**config.mk**
```make
export PLATFORM = sky130hd
export DESIGN_NAME = regwin_ctrl
export DESIGN_NICKNAME = d
export VERILOG_FILES = /design/src/rtl/regwin_pkg.sv /design/src/rtl/regwin_map.sv /design/src/rtl/regwin_ctrl.sv
export SDC_FILE = /design/constraint.sdc
export NUM_CORES = 1
export LEC_CHECK = 0
export ABC_AREA = 1
export BUFFER_PORTS_ARGS = -buffer_cell sky130_fd_sc_hd__buf_2
export CORE_MARGIN = 3
export CORE_UTILIZATION = 49
export DETAILED_ROUTE_END_ITERATION = 8
export PLACE_DENSITY_LB_ADDON = 0.25
export SKIP_LAST_GASP = 1
export SLEW_MARGIN = 40
export SYNTH_ARGS = -nofsm -noshare
export SYNTH_HDL_FRONTEND = slang
export SYNTH_SLANG_ARGS = --single-unit
```
**constraint.sdc**
```tcl
create_clock -name clk -period 2.6 [get_ports clk]
set_input_delay 0.39 -clock clk [delete_from_list [all_inputs] [get_ports clk]]
set_output_delay 0.39 -clock clk [all_outputs]
set_load 0.005 [all_outputs]
```
**src/rtl/regwin_pkg.sv**
```systemverilog
// Shared definitions for the register-window controller: FSM encodings,
// transfer constants and the architectural-to-physical index function.
package regwin_pkg;

  localparam logic [1:0] IDLE  = 2'd0;
  localparam logic [1:0] SPILL = 2'd1;
  localparam logic [1:0] FILL  = 2'd2;

  localparam int unsigned NUM_XFER        = 16;
  localparam int unsigned XFER_FIRST_ARCH = 16;

  // Globals map 1:1; windowed registers live in a ring of 16*nwin entries above them.
  // w < nwin and arch < 32 keep the offset below 2*16*nwin, so one subtract replaces mod.
  function automatic int unsigned phys_idx(input int unsigned arch, input int unsigned w,
                                           input int unsigned nwin);
    int unsigned idx;
    int unsigned off;
    idx = arch;
    if (arch >= 8) begin
      off = 16 * w + arch - 8;
      if (off >= 16 * nwin) begin
        off = off - 16 * nwin;
      end
      idx = 8 + off;
    end
    return idx;
  endfunction

endpackage

```
**src/rtl/regwin_map.sv**
```systemverilog
// Combinational architectural-to-physical register index translator for one window.
module regwin_map
  import regwin_pkg::*;
#(
  parameter int unsigned NWINDOWS = 8,
  parameter int unsigned PHYS_W   = $clog2(8 + 16 * NWINDOWS)
) (
  input  logic [4:0]                    arch,
  input  logic [$clog2(NWINDOWS)-1:0]   win,
  output logic [PHYS_W-1:0]             phys
);

  assign phys = PHYS_W'(phys_idx(32'(arch), 32'(win), NWINDOWS));

endmodule

```
**src/rtl/regwin_ctrl.sv**
```systemverilog
// SPARC register-window controller: owns CWP/WIM, executes SAVE/RESTORE and
// runs a 16-word spill/fill engine over a valid/ready memory port.
module regwin_ctrl
  import regwin_pkg::*;
#(
  parameter int unsigned NWINDOWS = 8,
  parameter int unsigned DATA_W   = 32,
  parameter int unsigned ADDR_W   = 32,
  parameter int unsigned PHYS_W   = $clog2(8 + 16 * NWINDOWS)
) (
  input  logic                          clk,
  input  logic                          reset,
  input  logic                          save_req,
  input  logic                          restore_req,
  input  logic                          auto_spill_en,
  input  logic [ADDR_W-1:0]             frame_base,
  output logic                          op_done,
  output logic                          op_ovf,
  output logic                          op_unf,
  output logic                          busy,
  input  logic                          cwp_we,
  input  logic [$clog2(NWINDOWS)-1:0]   cwp_wdata,
  input  logic                          wim_we,
  input  logic [NWINDOWS-1:0]           wim_wdata,
  output logic [$clog2(NWINDOWS)-1:0]   cwp,
  output logic [NWINDOWS-1:0]           wim,
  input  logic [4:0]                    map_arch,
  output logic [PHYS_W-1:0]             map_phys,
  output logic [PHYS_W-1:0]             rf_rd_addr,
  input  logic [DATA_W-1:0]             rf_rd_data,
  output logic                          rf_wr_en,
  output logic [PHYS_W-1:0]             rf_wr_addr,
  output logic [DATA_W-1:0]             rf_wr_data,
  output logic                          mem_req_valid,
  input  logic                          mem_req_ready,
  output logic                          mem_req_we,
  output logic [ADDR_W-1:0]             mem_req_addr,
  output logic [DATA_W-1:0]             mem_req_wdata,
  input  logic                          mem_rsp_valid,
  input  logic [DATA_W-1:0]             mem_rsp_rdata
);

  localparam int unsigned CWP_W = $clog2(NWINDOWS);
  localparam logic [NWINDOWS-1:0] WimRst = {1'b1, {(NWINDOWS-1){1'b0}}};

  function automatic logic [CWP_W-1:0] win_dec(input logic [CWP_W-1:0] w);
    return (w == '0) ? CWP_W'(NWINDOWS - 1) : w - 1'b1;
  endfunction

  function automatic logic [CWP_W-1:0] win_inc(input logic [CWP_W-1:0] w);
    return (w == CWP_W'(NWINDOWS - 1)) ? '0 : w + 1'b1;
  endfunction

  logic [1:0]          state_q, state_d;
  logic [CWP_W-1:0]    cwp_q, cwp_d;
  logic [CWP_W-1:0]    win_q, win_d;
  logic [CWP_W-1:0]    cwp_m1, cwp_p1;
  logic [NWINDOWS-1:0] wim_q, wim_d;
  logic [ADDR_W-1:0]   base_q, base_d;
  logic [3:0]          k_q, k_d;
  // SPILL: 0 = read issued, 1 = store presented. FILL: 0 = load presented, 1 = awaiting data.
  logic                phase_q, phase_d;
  logic                done_q, done_d;
  logic                ovf_q, ovf_d;
  logic                unf_q, unf_d;
  logic                wr_en_q, wr_en_d;
  logic [PHYS_W-1:0]   wr_addr_q, wr_addr_d;
  logic [DATA_W-1:0]   wr_data_q, wr_data_d;
  logic [4:0]          xfer_arch;
  logic [PHYS_W-1:0]   xfer_phys;
  logic                last_xfer;

  assign cwp_m1    = win_dec(cwp_q);
  assign cwp_p1    = win_inc(cwp_q);
  assign xfer_arch = 5'(XFER_FIRST_ARCH) + {1'b0, k_q};
  assign last_xfer = (k_q == 4'(NUM_XFER - 1));

  regwin_map #(
    .NWINDOWS (NWINDOWS),
    .PHYS_W   (PHYS_W)
  ) u_map_arch (
    .arch (map_arch),
    .win  (cwp_q),
    .phys (map_phys)
  );

  regwin_map #(
    .NWINDOWS (NWINDOWS),
    .PHYS_W   (PHYS_W)
  ) u_map_xfer (
    .arch (xfer_arch),
    .win  (win_q),
    .phys (xfer_phys)
  );

  always_comb begin
    state_d   = state_q;
    cwp_d     = cwp_q;
    wim_d     = wim_q;
    win_d     = win_q;
    base_d    = base_q;
    k_d       = k_q;
    phase_d   = phase_q;
    done_d    = 1'b0;
    ovf_d     = 1'b0;
    unf_d     = 1'b0;
    wr_en_d   = 1'b0;
    wr_addr_d = wr_addr_q;
    wr_data_d = wr_data_q;
    case (state_q)
      IDLE: begin
        if (cwp_we || wim_we) begin
          if (cwp_we) cwp_d = cwp_wdata;
          if (wim_we) wim_d = wim_wdata;
        // A held request must not be re-accepted in the cycle its result is reported.
        end else if (!(done_q || ovf_q || unf_q)) begin
          if (save_req) begin
            if (!wim_q[cwp_m1]) begin
              cwp_d  = cwp_m1;
              done_d = 1'b1;
            end else if (!auto_spill_en) begin
              ovf_d = 1'b1;
            end else begin
              base_d  = frame_base;
              win_d   = win_dec(cwp_m1);
              k_d     = '0;
              phase_d = 1'b0;
              state_d = SPILL;
            end
          end else if (restore_req) begin
            if (!wim_q[cwp_p1]) begin
              cwp_d  = cwp_p1;
              done_d = 1'b1;
            end else if (!auto_spill_en) begin
              unf_d = 1'b1;
            end else begin
              base_d  = frame_base;
              win_d   = cwp_p1;
              k_d     = '0;
              phase_d = 1'b0;
              state_d = FILL;
            end
          end
        end
      end
      SPILL: begin
        if (!phase_q) begin
          phase_d = 1'b1;
        end else if (mem_req_ready) begin
          phase_d = 1'b0;
          if (last_xfer) begin
            wim_d   = {wim_q[0], wim_q[NWINDOWS-1:1]};
            cwp_d   = cwp_m1;
            done_d  = 1'b1;
            state_d = IDLE;
          end else begin
            k_d = k_q + 4'd1;
          end
        end
      end
      FILL: begin
        if (!phase_q) begin
          if (mem_req_ready) phase_d = 1'b1;
        end else if (mem_rsp_valid) begin
          wr_en_d   = 1'b1;
          wr_addr_d = xfer_phys;
          wr_data_d = mem_rsp_rdata;
          phase_d   = 1'b0;
          if (last_xfer) begin
            wim_d   = {wim_q[NWINDOWS-2:0], wim_q[NWINDOWS-1]};
            cwp_d   = cwp_p1;
            done_d  = 1'b1;
            state_d = IDLE;
          end else begin
            k_d = k_q + 4'd1;
          end
        end
      end
      default: state_d = IDLE;
    endcase
  end

  always_ff @(posedge clk or negedge reset) begin
    if (!reset) begin
      state_q   <= IDLE;
      cwp_q     <= '0;
      wim_q     <= WimRst;
      win_q     <= '0;
      base_q    <= '0;
      k_q       <= '0;
      phase_q   <= 1'b0;
      done_q    <= 1'b0;
      ovf_q     <= 1'b0;
      unf_q     <= 1'b0;
      wr_en_q   <= 1'b0;
      wr_addr_q <= '0;
      wr_data_q <= '0;
    end else begin
      state_q   <= state_d;
      cwp_q     <= cwp_d;
      wim_q     <= wim_d;
      win_q     <= win_d;
      base_q    <= base_d;
      k_q       <= k_d;
      phase_q   <= phase_d;
      done_q    <= done_d;
      ovf_q     <= ovf_d;
      unf_q     <= unf_d;
      wr_en_q   <= wr_en_d;
      wr_addr_q <= wr_addr_d;
      wr_data_q <= wr_data_d;
    end
  end

  // Read address is held for the whole word, so rf_rd_data stays valid while the store waits.
  assign rf_rd_addr    = xfer_phys;
  assign mem_req_valid = ((state_q == SPILL) && phase_q) || ((state_q == FILL) && !phase_q);
  assign mem_req_we    = (state_q == SPILL);
  assign mem_req_addr  = base_q + ADDR_W'({k_q, 2'b00});
  assign mem_req_wdata = (state_q == SPILL) ? rf_rd_data : '0;

  assign rf_wr_en   = wr_en_q;
  assign rf_wr_addr = wr_addr_q;
  assign rf_wr_data = wr_data_q;
  assign op_done    = done_q;
  assign op_ovf     = ovf_q;
  assign op_unf     = unf_q;
  assign busy       = (state_q != IDLE);
  assign cwp        = cwp_q;
  assign wim        = wim_q;

endmodule

```
== After elaboration in Yosys (flattened, before gate mapping) ==
Cells that the tools add are included.
Cells by class
  reductions and logical operators: 22
  add/sub/neg operators: 14
  magnitude comparators: 6
  eq/ne operators: 24
  mux-type cells: 115
  bitwise operators: 2
Operator list (number)
  2-to-1 mux 32 bit: 6
  2-to-1 mux 8 bit: 14
  2-to-1 mux 3 bit: 22
  greater-or-equal comparator 32 x 8 -> 1 bit, second input constant: 2
  2-to-1 mux 4 bit: 12
  2-to-1 mux 1 bit: 40
  adder 32 x 6 -> 32 bit: 1
  2-to-1 mux 2 bit: 13
  case mux 8 bit (3 select lines): 1
  AND reduction 10 bit: 2
  != test 2 bit, second input constant: 9
  subtractor 8 x 4 -> 9 bit, second input constant: 2
  adder 4 x 8 -> 8 bit, first input constant: 2
  adder 7 x 5 -> 8 bit: 2
  subtractor 8 bit, second input constant: 2
  != test 3 bit, second input constant: 5
  != test 4 bit, second input constant: 3
  case mux 4 bit (3 select lines): 1
  AND reduction 12 bit: 1
  AND reduction 6 bit: 2
  greater-or-equal comparator 5 x 4 -> 1 bit, second input constant: 2
  case mux 3 bit (3 select lines): 1
  AND reduction 9 bit: 1
  less-than comparator 3 x 4 -> 1 bit, second input constant: 2
  other kinds (22): 35
Word-level totals
  bits of input ports: 121
  word-level logic and storage cells: 196
  register bits: 97
  output and inout bits: 138

== Depth between registers and ports, before layout ==
  depth in word-level cells: 10
  gate-level depth with buffers: 16
  gate-level depth less buffers: 15

== Hierarchy ==
From an unflattened synthesis, not the netlist that was laid out.
Unflattened totals
  cell total of the unflattened synthesis: 922
  area total of the unflattened synthesis: 6815.3 µm²
Modules (own cells, without submodules)
  regwin_ctrl: cells each 817, instances 1, area each 6178.4 µm², sequential area each 2428.6 µm²
  regwin_map at u_map_xfer: cells each 54, instances 1, area each 331.6 µm², sequential area each 0.0 µm²
  regwin_map at u_map_arch: cells each 51, instances 1, area each 305.3 µm², sequential area each 0.0 µm²

== Worst setup path before layout ==
No wires, ideal clock.
  path kind: flip-flop to output port
  from: register cwp_q[0], in the netlist cwp[0]
  to: output map_phys[7]
  stages on the path, launching flop included: 12
  required time: 2210 ps
  data arrival time: 2097 ps
  slack: 113 ps
  buffers on the path: 1
  cells stage by stage: dfrtp_1 > buf_4 > inv_2 > ha_1 > inv_1 > ha_1 > inv_1 > fa_1 > xor2_1 > nand3b_1 > xnor2_1 > nor2_1
Between the ends
  cells in the longest elaborated chain, start to end: 7
  elaborated cells on any way between the ends: 8
  those cells by class: add/sub: 4; order compare: 1; mux: 3
RTL lines
  start, declared: RTL line regwin_ctrl.sv:55  | logic [CWP_W-1:0] cwp_q, cwp_d;
  start signal, assigned: RTL line regwin_ctrl.sv:200  | cwp_q <= cwp_d;
  adder 7 x 5 -> 8 bit *: RTL line regwin_pkg.sv:20  | off = 16 * w + arch - 8;
  subtractor 8 x 4 -> 9 bit *: RTL line regwin_pkg.sv:20
  greater-or-equal comparator 32 x 8 -> 1 bit or subtractor 8 bit (tied branches): RTL line regwin_pkg.sv:21, regwin_pkg.sv:22
  2-to-1 mux 8 bit *: RTL line regwin_pkg.sv:21  | if (off >= 16 * nwin) begin
  2-to-1 mux 8 bit *: RTL line regwin_pkg.sv:19  | if (arch >= 8) begin
  adder 4 x 8 -> 8 bit *: RTL line regwin_pkg.sv:24  | idx = 8 + off;
  2-to-1 mux 8 bit *: RTL line regwin_pkg.sv:19
  end, declared: RTL line regwin_ctrl.sv:28  | output logic [PHYS_W-1:0] map_phys,
Every way passes the cells marked *; elsewhere a longest branch is shown, timed or not. The select of a mux whose other input is x is not followed.

== Worst setup path after layout ==
  from: register base_q[2]
  to: output mem_req_addr[30]
Between the ends
  cells in the longest elaborated chain, start to end: 1
RTL lines
  start, declared: RTL line regwin_ctrl.sv:59  | logic [ADDR_W-1:0] base_q, base_d;
  start signal, assigned: RTL line regwin_ctrl.sv:203  | base_q <= base_d;
  adder 32 x 6 -> 32 bit: RTL line regwin_ctrl.sv:219  | assign mem_req_addr = base_q + ADDR_W'({k_q, 2'b00});
  end, declared: RTL line regwin_ctrl.sv:37  | output logic [ADDR_W-1:0] mem_req_addr,
No other way between the ends.

==> summary.md <==
| Metric | Value |
|---|---|
| Outcome | `complete, but fails checks` |
| Failing checks | `negative setup slack` |
| Final Hold Viols | `0` |
| Synth Flop Type | `dfrtp_1` |
| Post-synth EDFFs | `0` |
| PortBufs | `252` |
| Leakage power | `4.74 nW` |
| Wire per inst | `approximately 14 µm` |
| Starting DRC count in detailed routing | `around 580` |
| Final count of negative-setup-slack endpoints | `10` |
| WL final | `roughly 18000 µm` |
| Clk slew on worst S/H paths | `0.06 ns` |
| Leading area contributor after synthesis | `dfrtp_1` |
| Worst Skew | `0.00768 ns` |
| Startpoint types | `flip-flop` |
| Row cnt | `40` |
| Drt pass-1 iters | `5` |
| Tcrit/Tclk final | `1.05` |
| Slowest stage delay, CP | `0.35 ns` |
| Max H-tree Level | `3` |
| CP most frequent cell | `nor2_2` |
| DR DRC count | `0` |
| Layout Area Growth over Synthesis | `34.3%` |
| Post-Syn Instances | `830` |
| I/O pin cnt | `259` |
| Die width | `~120 µm` |
| RSZ-0062 raised after global routing | `yes` |
| Clk buf depth | `2` |
| Async SR Flop Fraction | `1.00` |
| Via density | `5.16` |
| Post-DP HPWL | `13500 µm` |
| Hold Crit Class | `in2async` |
| Critical Path AT | `2.33 ns` |
| First-pass GRT wire length | `29600 µm` |
| Mux contribution to synthesized area | `0` |
| Die H | `118 µm` |
| Clk sinks | `97` |
| Clock Tree Root | `clkbuf_16` |
| CP max FO | `3` |
| Synthesized Nets | `between 900 and 1000` |
| Yosys top cell area share | `0.394` |
| Starting Density | `0.504` |
| ANT nets after route | `0` |
| Worst-path cell chain | `ha_2 > inv_2 > fa_2 > o21ai_2 > nand4_1 > nor2_2 > nand2_1 > nor2_2 > xor2_1 > buf_2` |
| Fmax | `367 MHz` |
| Routability cong. | `a little over 0.9` |
| Syn. warnings | `0` |
| Clock Latency Late Sink | `approximately 0.34 ns` |
| Pwr/cell area | `1130 nW/µm²` |
| Most common cell in the synthesized netlist | `nand2_1` |
| CP required | `2.21 ns` |
| Top post-synthesis cells by count | `316 x nand2_1, 96 x dfrtp_1, 84 x inv_1` |
| Synth Area in XOR/XNOR | `0.0517` |
| Highest-delay cell along the critical path | `dfrtp_1` |
| GRT Total Usage | `0.259` |
| Tightest Pin Transition | `around 0.50 ns` |
| Critical Path End Type | `output port` |
| GRT Residual Overflow | `0` |
| Worst VDD drop | `637 µV` |
| Nets | `1242` |
| Vias | `6538` |
| Final min period | `2.72 ns` |
| Synth top area cells | `dfrtp_1 39%, nand2_1 19%, inv_1 5.2%, nand4_1 5.0%, ha_1 4.7%` |
| Max-slew violation count | `0` |
| Largest net degree at the start of global routing | `63` |
| R2R depth | `17` |
| Number of synthesized register bits | `97` |
| Layout cells sized above 1 | `0.328` |
| Compound-Gate Fraction of Synth Area | `0.0701` |
| Largest family of logic cells by synthesized area | `simple AND/OR/NAND/NOR gates` |
| Total core area | `12100 µm²` |
| Die area | `13800 µm²` |
| CTS tree | `yes` |
| Max-Cap Viols | `0` |
| Slew HR | `0.667` |
| Post-synth cell types | `39` |
| Initial antenna violation count | `1` |
| CTS buffer count | `9` |
| Vias in the first global route | `a little over 6000` |
| Sequential cell area fraction in the yosys report | `0.398` |
| Syn Std Cell Area | `6100 µm²` |
| Adder-cell share of the synthesized area | `0.0537` |
| Syn avg cell area | `~7.4 µm²` |
| Critical path class | `reg2out` |
| Place WS | `0.00741 ns` |
| Final worst setup slack | `-0.121 ns` |
| Final core occ | `0.676` |
| Synth Area in Simple Gates | `0.335` |
layout make-up:
type | instances | area (µm²)
antenna | 1 | 2.50
clock inverter | 4 | 52.6
clock buffer | 10 | 239
timing repair buffer | 294 | 1620
fill | 1072 | 3920
inverter | 92 | 348
tap | 168 | 210
sequential | 97 | 2430
multi-input combinational | 602 | 3290
placed cells by master, fill, tap and decap left out, types with 3 or more instances in the layout:
cell type,instances
o21ai_0,24
clkbuf_16,9
ha_4,3
a21oi_1,15
nand3_1,39
buf_4,38
nor3b_1,4
nor2_4,3
inv_1,81
ha_1,19
inv_2,7
o211ai_1,9
clkinv_1,3
nor3_2,3
dfrtp_1,94
nand4_1,49
nor2_2,9
buf_2,251
nand2_4,4
nand2_2,5
buf_12,3
xor2_1,19
o21ai_1,3
xnor2_1,13
nand2_1,312
nor3_1,11
nor2_1,27
o221ai_1,6
xnor2_2,3
timing repair:
| item | CTS | global route |
|---|---|---|
| buffers inserted | 10 | 9 |
| endpoints found under the setup margin | 18 | 55 |
| hold buffers | 0 | 0 |
| gates resized for setup | 17 | 24 |
| pin swaps | 10 | 11 |
| cloned | 0 | 1 |
critical path: cells and delay by family, from the launching register on:
kind | cells | cell delay, ns
adder cells (fa/ha/maj) | 2 | 0.52
flip-flops | 1 | 0.35
buffers and inverters | 2 | 0.18
AND/OR/NAND/NOR | 4 | 0.62
XOR/XNOR | 1 | 0.17
AO/OA/AOI/OAI | 1 | 0.15
sequential cells by signal, summed over array words and instances, names as in the netlist, 2 cells and up:
name	flops
state_q	2
rf_wr_data	32
rf_wr_addr	8
cwp	3
base_q	32
wim	8
k_q	4
win_q	3
power by group:
group / switching [W] / total, W / internal, W
combinational: 0.00303 / 0.00520 / 0.00217
sequential: 0.000588 / 0.00275 / 0.00216
clock: 0.000544 / 0.00131 / 0.000766
logic make-up (layout without fill, tap and decap cells):
family | after synthesis | after routing
fa+ha+maj | 25 | 25
buf+inv | 132 | 400
flops | 97 | 97
compound gates | 70 | 70
simple gates | 470 | 471
xor+xnor | 36 | 36
other cells | 0 | 1
final timing paths:
check | from | slack [ns] | end
min reg2reg | rf_wr_data[0] | 0.46 | rf_wr_data[0]
max | base_q[2] | -0.12 | mem_req_addr[30]
max in group asynchronous | reset | 1.89 | cwp[1]
min | reset | 0.01 | base_q[21]
min in group clk | mem_rsp_rdata[26] | 0.25 | rf_wr_data[26]
max reg2reg | cwp[0] | 0.11 | base_q[6]
through the flow:
step / cells / total power [W] / area [µm²] / setup TNS (ns) / hold WS (ns)
finish: 1268 / 0.00926 / 8190 / -0.698 / 0.0130
CTS: 1259 / 0.00908 / 8040 / -0.528 / 0.0195
global placement: 1235 / 0.00750 / 7600 / 0 / 0.382
floorplan: 830 / 0.00569 / 6100 / 0 / 0.0944
global route: 1268 / 0.0101 / 8190 / -3.87 / 0.0434
detailed placement: 1235 / 0.00761 / 7600 / 0 / 0.380
routing by layer:
| layer | wire (µm) | vias up | global-route usage |
|---|---|---|---|
| met5 | 0 | - | 0 |
| met4 | 579 | 0 | 0.107 |
| met3 | 1450 | 38 | 0.0596 |
| met2 | 8760 | 332 | 0.423 |
| met1 | 7430 | 2967 | 0.334 |
| li1 | - | 3201 | - |
Note: power is estimated with default switching activity, not from simulation.
